File: config.mk
export PLATFORM = sky130hd
export DESIGN_NAME = pwm_gen
export DESIGN_NICKNAME = d
export VERILOG_FILES = /design/src/rtl/pwm_pkg.sv /design/src/rtl/pwm_prescaler.sv /design/src/rtl/pwm_gen.sv
export SDC_FILE = /design/constraint.sdc
export NUM_CORES = 1
export LEC_CHECK = 0
export BUFFER_PORTS_ARGS = -buffer_cell sky130_fd_sc_hd__buf_2
export CORE_MARGIN = 1
export CORE_UTILIZATION = 44
export CTS_BUF_LIST = sky130_fd_sc_hd__clkbuf_8
export CTS_CLUSTER_SIZE = 28
export DETAILED_ROUTE_END_ITERATION = 12
export PLACE_DENSITY_LB_ADDON = 0.08
export SETUP_SLACK_MARGIN = 0.05
export SYNTH_ARGS = -nofsm -noshare
export SYNTH_HDL_FRONTEND = slang
export SYNTH_HIERARCHICAL = 1
export SYNTH_SLANG_ARGS = --single-unit
File: constraint.sdc
create_clock -name pwd_clk -period 4.7 [get_ports pwd_clk]
set_input_delay 0.47 -clock pwd_clk [delete_from_list [all_inputs] [get_ports pwd_clk]]
set_output_delay 0.47 -clock pwd_clk [all_outputs]
set_load 0.02 [all_outputs]
File: src/rtl/pwm_pkg.sv
// Shared definitions for the PWM generator: FSM state encoding and the
// default configuration layout {high, low, prescale}.
`timescale 1ns/1ps
package pwm_pkg;

  localparam int unsigned CNT_WIDTH_DEF      = 32;
  localparam int unsigned PRESCALE_WIDTH_DEF = 8;

  localparam logic [1:0] ST_IDLE = 2'd0;
  localparam logic [1:0] ST_HIGH = 2'd1;
  localparam logic [1:0] ST_LOW  = 2'd2;

  typedef struct packed {
    logic [CNT_WIDTH_DEF-1:0]      high;
    logic [CNT_WIDTH_DEF-1:0]      low;
    logic [PRESCALE_WIDTH_DEF-1:0] prescale;
  } pwm_cfg_t;

endpackage

File: src/rtl/pwm_prescaler.sv
// Tick divider: counts 0..P and pulses tick on reaching P, so a tick arrives
// every P+1 clocks. clear restarts the count so a phase always begins aligned.
`timescale 1ns/1ps
module pwm_prescaler #(
  parameter int unsigned PRESCALE_WIDTH = 8
) (
  input  logic                      clk,
  input  logic                      rst_n,
  input  logic                      clear_i,
  input  logic [PRESCALE_WIDTH-1:0] prescale_i,
  output logic                      tick_o
);

  logic [PRESCALE_WIDTH-1:0] cnt_q, cnt_d;

  assign tick_o = (cnt_q == prescale_i);

  // NOTE: every variable assigned in always_comb gets a default first, so no path can infer a latch.
  always_comb begin
    cnt_d = cnt_q + PRESCALE_WIDTH'(1);
    if (clear_i || tick_o) cnt_d = '0;
  end

  // NOTE: state registers use non-blocking assignments so all flops update together at the edge.
  always_ff @(posedge clk or negedge rst_n) begin
    if (!rst_n) cnt_q <= '0;
    else        cnt_q <= cnt_d;
  end

endmodule

File: src/rtl/pwm_gen.sv
// PWM generator: programmable high/low phase lengths in prescaled ticks, with a
// one-deep pending config slot that is applied only on period boundaries.
`timescale 1ns/1ps
module pwm_gen
  import pwm_pkg::*;
#(
  parameter int unsigned CNT_WIDTH      = CNT_WIDTH_DEF,
  parameter int unsigned PRESCALE_WIDTH = PRESCALE_WIDTH_DEF
) (
  input  logic                      pwd_clk,
  input  logic                      sysreset,
  input  logic                      enable,
  input  logic                      cfg_valid,
  output logic                      cfg_ready,
  input  logic [CNT_WIDTH-1:0]      cfg_high_count,
  input  logic [CNT_WIDTH-1:0]      cfg_low_count,
  input  logic [PRESCALE_WIDTH-1:0] cfg_prescale,
  output logic                      pwm_out,
  output logic                      period_start,
  output logic [CNT_WIDTH-1:0]      period_count,
  output logic                      busy
);

  typedef struct packed {
    logic [CNT_WIDTH-1:0]      high;
    logic [CNT_WIDTH-1:0]      low;
    logic [PRESCALE_WIDTH-1:0] prescale;
  } cfg_t;

  cfg_t                 act_q, act_d, pend_q, pend_d, next_cfg;
  logic                 loaded_q, loaded_d, pend_full_q, pend_full_d;
  logic [1:0]           state_q, state_d;
  logic [CNT_WIDTH-1:0] phase_q, phase_d, pcount_q, pcount_d, phase_len;
  logic                 pwm_q, start_q;
  logic                 tick, phase_done, boundary, start_period, enter, xfer;

  assign cfg_ready    = !pend_full_q;
  assign pwm_out      = pwm_q;
  assign period_start = start_q;
  assign period_count = pcount_q;
  assign busy         = (state_q != ST_IDLE);

  // A new period picks up the pending config if one is waiting.
  assign next_cfg   = pend_full_q ? pend_q : act_q;
  assign phase_len  = (state_q == ST_HIGH) ? act_q.high : act_q.low;
  assign phase_done = tick && (phase_q == phase_len - CNT_WIDTH'(1));

  always_comb begin
    state_d      = state_q;
    act_d        = act_q;
    pend_d       = pend_q;
    pend_full_d  = pend_full_q;
    loaded_d     = loaded_q;
    pcount_d     = pcount_q;
    phase_d      = phase_q;
    boundary     = 1'b0;
    start_period = 1'b0;
    enter        = 1'b0;
    xfer         = 1'b0;

    case (state_q)
      // Starting is held off while a transfer is due so a period never sees two configs.
      ST_IDLE: begin
        if (pend_full_q) xfer = 1'b1;
        else if (enable && loaded_q && (act_q.high != '0 || act_q.low != '0))
          start_period = 1'b1;
      end
      ST_HIGH: begin
        if (!enable) state_d = ST_IDLE;
        else if (phase_done) begin
          if (act_q.low != '0) begin
            state_d = ST_LOW;
            enter   = 1'b1;
          end else begin
            boundary = 1'b1;
          end
        end
      end
      ST_LOW: begin
        if (!enable)         state_d  = ST_IDLE;
        else if (phase_done) boundary = 1'b1;
      end
      default: state_d = ST_IDLE;
    endcase

    if (boundary) begin
      pcount_d = pcount_q + CNT_WIDTH'(1);
      xfer     = pend_full_q;
      if (next_cfg.high == '0 && next_cfg.low == '0) state_d = ST_IDLE;
      else start_period = 1'b1;
    end

    if (start_period) begin
      enter   = 1'b1;
      state_d = (next_cfg.high != '0) ? ST_HIGH : ST_LOW;
    end

    if (xfer) begin
      act_d       = pend_q;
      loaded_d    = 1'b1;
      pend_full_d = 1'b0;
    end

    // Acceptance needs an empty slot, so it can never coincide with a transfer.
    if (cfg_valid && !pend_full_q) begin
      pend_d      = '{high: cfg_high_count, low: cfg_low_count, prescale: cfg_prescale};
      pend_full_d = 1'b1;
    end

    if (enter || state_d == ST_IDLE) phase_d = '0;
    else if (tick)                   phase_d = phase_q + CNT_WIDTH'(1);
  end

  pwm_prescaler #(
    .PRESCALE_WIDTH(PRESCALE_WIDTH)
  ) u_prescaler (
    .clk       (pwd_clk),
    .rst_n     (sysreset),
    .clear_i   (enter || state_d == ST_IDLE),
    .prescale_i(act_q.prescale),
    .tick_o    (tick)
  );

  always_ff @(posedge pwd_clk or negedge sysreset) begin
    if (!sysreset) begin
      state_q     <= ST_IDLE;
      act_q       <= '0;
      pend_q      <= '0;
      pend_full_q <= 1'b0;
      loaded_q    <= 1'b0;
      phase_q     <= '0;
      pcount_q    <= '0;
      pwm_q       <= 1'b0;
      start_q     <= 1'b0;
    end else begin
      state_q     <= state_d;
      act_q       <= act_d;
      pend_q      <= pend_d;
      pend_full_q <= pend_full_d;
      loaded_q    <= loaded_d;
      phase_q     <= phase_d;
      pcount_q    <= pcount_d;
      pwm_q       <= (state_d == ST_HIGH);
      start_q     <= start_period;
    end
  end

endmodule

[Yosys cells after proc, flatten, opt, wreduce, memory -nomap -nowiden]
Cells that the tools add are included.
Operators by class
  reduce and logical (&&, ||, !) cells: 19
  multiplexer cells: 35
  $add $sub $neg: 4
  eq/ne operators: 5
Operators by type and width (number)
  two-way mux 32 bit: 3
  nonzero test 32 bit: 3
  two-way mux 72 bit: 1
  adder 32 x 1 -> 32 bit, second input constant: 2
  logical NOT 32 bit: 2
  equality test 32 bit: 1
  subtractor 32 x 1 -> 32 bit, second input constant: 1
  two-way mux 1 bit: 20
  two-way mux 2 bit: 8
  adder 8 x 1 -> 8 bit, second input constant: 1
  equality test 8 bit: 1
  two-way mux 8 bit: 1
  one-hot mux 2 bit (3 select lines): 1
  nonzero test 2 bit: 3
  logical AND 1 bit: 5
  equality test 2 x 1 -> 1 bit, second input constant: 2
  logical NOT 2 bit: 2
  logical OR 1 bit: 3
  equality test 2 bit, second input constant: 1
  one-hot mux 1 bit (2 select lines): 1
  logical NOT 1 bit: 1
Word-level totals
  output and inout port bits: 36
  bits of input ports: 76
  flip-flop bits (word level): 222
  word-level logic and storage cells: 77

[Longest topological paths before layout]
  depth in word-level cells: 15
  depth in mapped cells: 21
  gate-level depth less buffers: 14

[Modules after synthesis]
Netlist, hierarchy kept.
By module, submodules not included
  pwm_gen: cells each 942, times used 1, area an instance 11079.4 um^2
  pwm_prescaler: cells each 46, times used 1, area an instance 521.8 um^2

[Worst setup path before layout]
OpenSTA, ideal clock, no wires.
  kind: register to register
  start: reg state_q[1]
  end: reg u_prescaler.cnt_q[5]
  slack: -0.349 ns
  required time: 4.596 ns
  clock period less this slack: 5.049 ns
  data arrival time: 4.945 ns
  cell stages (with the launch flop): 20
  cell sequence: dfrtp_1 > inv_1 > ha_1 > buf_2 > buf_2 > buf_2 > buf_2 > buf_1 > mux2i_1 > ha_1 > o221ai_1 > a2111o_1 > or4_1 > a41oi_2 > o2111ai_4 > o41a_1 > a21o_4 > or2_1 > buf_1 > a221oi_1
Between the ends
  longest elaborated chain between the ends: 15
  elaborated cells between the ends (all ways): 31
  classes of those cells: add/sub (1); eq/ne (3); mux (22); reduce/logical (5)
Ends and longest elaborated chain
  start, declared: RTL line pwm_gen.sv:32  | logic [1:0] state_q, state_d;
  start signal, assigned: RTL line pwm_gen.sv:136  | state_q <= state_d;
  equality test 2 x 1 -> 1 bit: RTL line pwm_gen.sv:45, pwm_gen.sv:61
  two-way mux 32 bit: RTL line pwm_gen.sv:45  | assign phase_len = (state_q == ST_HIGH) ? act_q.high : act_q.low;
  subtractor 32 x 1 -> 32 bit: RTL line pwm_gen.sv:46  | assign phase_done = tick && (phase_q == phase_len - CNT_WIDTH'(1));
  equality test 32 bit: RTL line pwm_gen.sv:46
  logical AND 1 bit: RTL line pwm_gen.sv:46
  two-way mux 2 bit: RTL line pwm_gen.sv:70  | else if (phase_done) begin
  two-way mux 2 bit: RTL line pwm_gen.sv:69  | if (!enable) state_d = ST_IDLE;
  one-hot mux 2 bit (3 select lines): RTL line pwm_gen.sv:61  | case (state_q)
  two-way mux 2 bit: RTL line pwm_gen.sv:89  | if (next_cfg.high == '0 && next_cfg.low == '0) state_d = ST_IDLE;
  two-way mux 2 bit: RTL line pwm_gen.sv:86  | if (boundary) begin
  two-way mux 2 bit: RTL line pwm_gen.sv:93  | if (start_period) begin
  logical NOT 2 bit: RTL line pwm_gen.sv:119  | .clear_i (enter || state_d == ST_IDLE),
  logical OR 1 bit (*): RTL line pwm_gen.sv:119
  logical OR 1 bit (*): RTL line pwm_prescaler.sv:21  | if (clear_i || tick_o) cnt_d = '0;
  two-way mux 8 bit (*): RTL line pwm_prescaler.sv:21
  via u_prescaler.cnt_d[5]: RTL line pwm_prescaler.sv:14  | logic [PRESCALE_WIDTH-1:0] cnt_q, cnt_d;
  end signal, assigned: RTL line pwm_prescaler.sv:27  | else cnt_q <= cnt_d;
  end, declared: RTL line pwm_prescaler.sv:14
Mark *: on every way through the listed nets, which the timed path passes. The rest lies on a longest branch.
A chain may end at the register's enable or synchronous reset.

[Final worst setup path]
Same ends and word-level chain as after synthesis.

==> metrics.txt <==
status=complete, but fails checks; violated checks=hold timing; crit end category=flop; Routed WL per cell=19.78 um; Placed Area=12660 um^2; first-pass GRT wire length=46.10 mm; Initial Util=44.65%; nets=1213; Mapped Area=11600 um^2; Seq pwr share=41.7%; Worst R2R Setup Slack=0.22 ns; Core Area=25980 um^2; Clock Power Share=20.5%; net switching power=3.235 mW; DRT Wirelength=29.41 mm; setup_tns=0 ns; switching part of the total=39.10%; Worst path top cell family by delay=compound AO/OA/AOI/OAI gates; Clock transition at path regs=0.06 ns; Crit path buffers/inverters=4; post-synthesis area per instance=11.74 um^2; pwr dens=612.1 nW/um^2; fraction of layout cells with a size suffix above 1=30.21%; Top Ports=112; worst reg-to-reg path cell count=15; CP required=5.13 ns; maximum buffer depth of the clock tree=3; Clock Sinks=222; Residual DRC=0; root buf cell=clkbuf_8; area leader, netlist=dfrtp_1; diode count=0; fin. max-slew vios=0; Pint=5.040 mW; number of CTS-inserted buffers=39; top-count cell post-synth=dfrtp_1; top_reg_cell synth=dfrtp_1; Synth cell types=73; WHS=-0.03131 ns; CP Cell Sequence=inv_1 > ha_4 > clkbuf_4 > buf_6 > or3_1 > a222oi_1 > buf_4 > nand3_1 > a32o_2 > a2111oi_4 > o2111ai_4 > o41a_1 > a21o_4 > or2_4 > a221oi_1; die height=164.4 um; largest net degree at the start of global routing=107; Peak supply drop=0.3106 mV; htree depth=2; number of max-cap violations=0; Power, Total=8.275 mW; slowest stage delay, CP=0.52 ns; initial antenna violation count=0; vias in the first global route=8133; top post-synthesis cells by area=dfrtp_1, mux2_2, mux2_1; drt initial violations=599; DPL Wire Length=21.61 mm; die area=27020 um^2; RSZ-0062 raised after global routing=no; synth-to-layout area growth=16.52%; Final ANT Viol Nets=0; worst hold path class=in2async; Tcrit/Tclk final=95.42%; register area share after synthesis=47.89%; worst skew pair latency=0.55 ns; Max stage delay cell, worst path=o41a_1; Post-synth top cells=dfrtp_1, mux2_2, xnor2_1; reg2reg end=u_prescaler/cnt_q[5]$_DFF_PN0_; fin crit period=4.485 ns; CTS tree=built; crit path kind=reg2reg; I/O Buffers=111; EDFF count, synth=0; # rows=59; synthesized net count=1072; FMAX=223.0 MHz; Relative slew margins=40.37%; synthesized flop and latch total=222; element type at the critical path start=flop; Worst Max-Slew Pin Slew=0.8719 ns; final setup skew=0.03056 ns; Post-synth ARST share=100.0%; Worst EP arrival=4.92 ns; DR vias=8368; GR Overflow Total=0; Total GRT Usage=22.09%; Pre-Repair DR Iteration Count=7; Finished Cell Area=13520 um^2; Synth warnings=6; Comb pwr share=37.8%; Mapped Cells=988; Final Hold Vio Count=18; Final Setup Violations=0; via density per instance=5.627; r2r startpoint=state_q[1]$_DFF_PN0_; RD Place Congestion=0.9061; Yosys top cell area share=47.89%; Max FO, Critical Path=16; Leakage=5.566 nW; # hold bufs at CTS=0; die boundary width=164.4 um
[worst max path at each step]
| stage | startpoint | end | cells past startpoint |
|---|---|---|---|
| global placement | state_q[1]$_DFF_PN0_ | u_prescaler/cnt_q[6]$_DFF_PN0_ | 13 |
| detailed placement | state_q[1]$_DFF_PN0_ | u_prescaler/cnt_q[6]$_DFF_PN0_ | 13 |
| floorplan | state_q[1]$_DFF_PN0_ | u_prescaler/cnt_q[5]$_DFF_PN0_ | 19 |
| global route | state_q[1]$_DFF_PN0_ | u_prescaler/cnt_q[1]$_DFF_PN0_ | 15 |
| CTS | state_q[1]$_DFF_PN0_ | u_prescaler/cnt_q[6]$_DFF_PN0_ | 13 |
| finish | state_q[1]$_DFF_PN0_ | u_prescaler/cnt_q[5]$_DFF_PN0_ | 15 |
[power groups by stage]
stage | Sequential (mW) | Combinational [mW] | Clock (mW)
after global routing | 3.53 | 3.39 | 1.84
after detailed placement | 3.48 | 3.07 | 0
after floorplan | 3.07 | 2.41 | 0
final | 3.45 | 3.13 | 1.70
after global placement | 3.46 | 3.03 | 0
after CTS | 3.44 | 3.08 | 1.76
[cells by family after synthesis]
| kind of cell | Yosys count | share of synthesized area (%) |
|---|---|---|
| buffers and inverters | 55 | 2.340 |
| xor gates and xnor gates | 115 | 8.747 |
| muxes | 180 | 17.15 |
| DFF | 222 | 47.89 |
| and+or+nand+nor | 325 | 17.42 |
| AOI/OAI and AO/OA | 83 | 5.598 |
| adders and majority gates | 8 | 0.8628 |
[cells in the final DEF (no fill, tap or decap), drive strengths merged, types with 6 or more instances in the layout]
master / count
a211oi: 7
a21oi: 8
and2: 6
and3: 16
and4: 7
buf: 141
clkbuf: 49
dfrtp: 222
ha: 8
inv: 26
mux2: 150
mux2i: 30
nand2: 37
nand3: 33
nand4: 31
nor2: 32
nor3: 69
nor3b: 12
nor4: 38
o21ai: 20
or3: 17
xnor2: 70
xor2: 45
[stage by stage]
| step | instances | utilization (%) | setup slack [ns] | hold WS [ns] |
|---|---|---|---|---|
| 6_report | 1487 | 52.02 | 0.2152 | -0.03131 |
| 5_1_grt | 1487 | 52.02 | 0.08292 | 0.04535 |
| 3_3_place_gp | 1417 | 48.72 | 0.2810 | 0.4593 |
| 4_1_cts | 1481 | 51.58 | 0.1656 | 0.001022 |
| 2_1_floorplan | 988 | - | 0.05057 | 0.1744 |
| 3_5_place_dp | 1417 | 48.72 | 0.2240 | 0.4613 |
[sequential cells by signal (all words and copies together) (netlist names), 2 cells and up]
signal and count:
phase_q 32, act_q 72, pend_q 72, state_q 2, u_prescaler/cnt_q 8, period_count 32
[worst reg2reg max path: stages, from the launching register on]
cell       delay, ns
dfrtp_1         0.38
inv_1           0.12
ha_4            0.18
clkbuf_4        0.18
buf_6           0.18
or3_1           0.40
a222oi_1        0.41
buf_4           0.21
nand3_1         0.14
a32o_2          0.30
a2111oi_4       0.35
o2111ai_4       0.26
o41a_1          0.52
a21o_4          0.24
or2_4           0.28
a221oi_1        0.21
[metal layers]
layer / track usage (%) / routed length [um] / vias to the layer above
met2: 33.49 / 13330 / 253
met1: 32.06 / 13880 / 4131
met5: 0 / 0 / -
li1: - / - / 3934
met4: 6.631 / 647 / 0
met3: 4.043 / 1551 / 50
[layout make-up]
cell class                      count  area [um^2]
Clock buffer                       48        660.6
Fill cell                        2347        12470
Tap cell                          335        419.2
Sequential cell                   222         5555
Multi-Input combinational cell    711         5862
Clock inverter                     16        82.58
Inverter                           13        48.80
Timing Repair Buffer              142        889.6
[timing repair]
item / in CTS / in global routing
buffers inserted: 0 / 6
resized for setup: 0 / 15
setup endpoints to repair: 0 / 69
(Power assumes the default switching activity.)
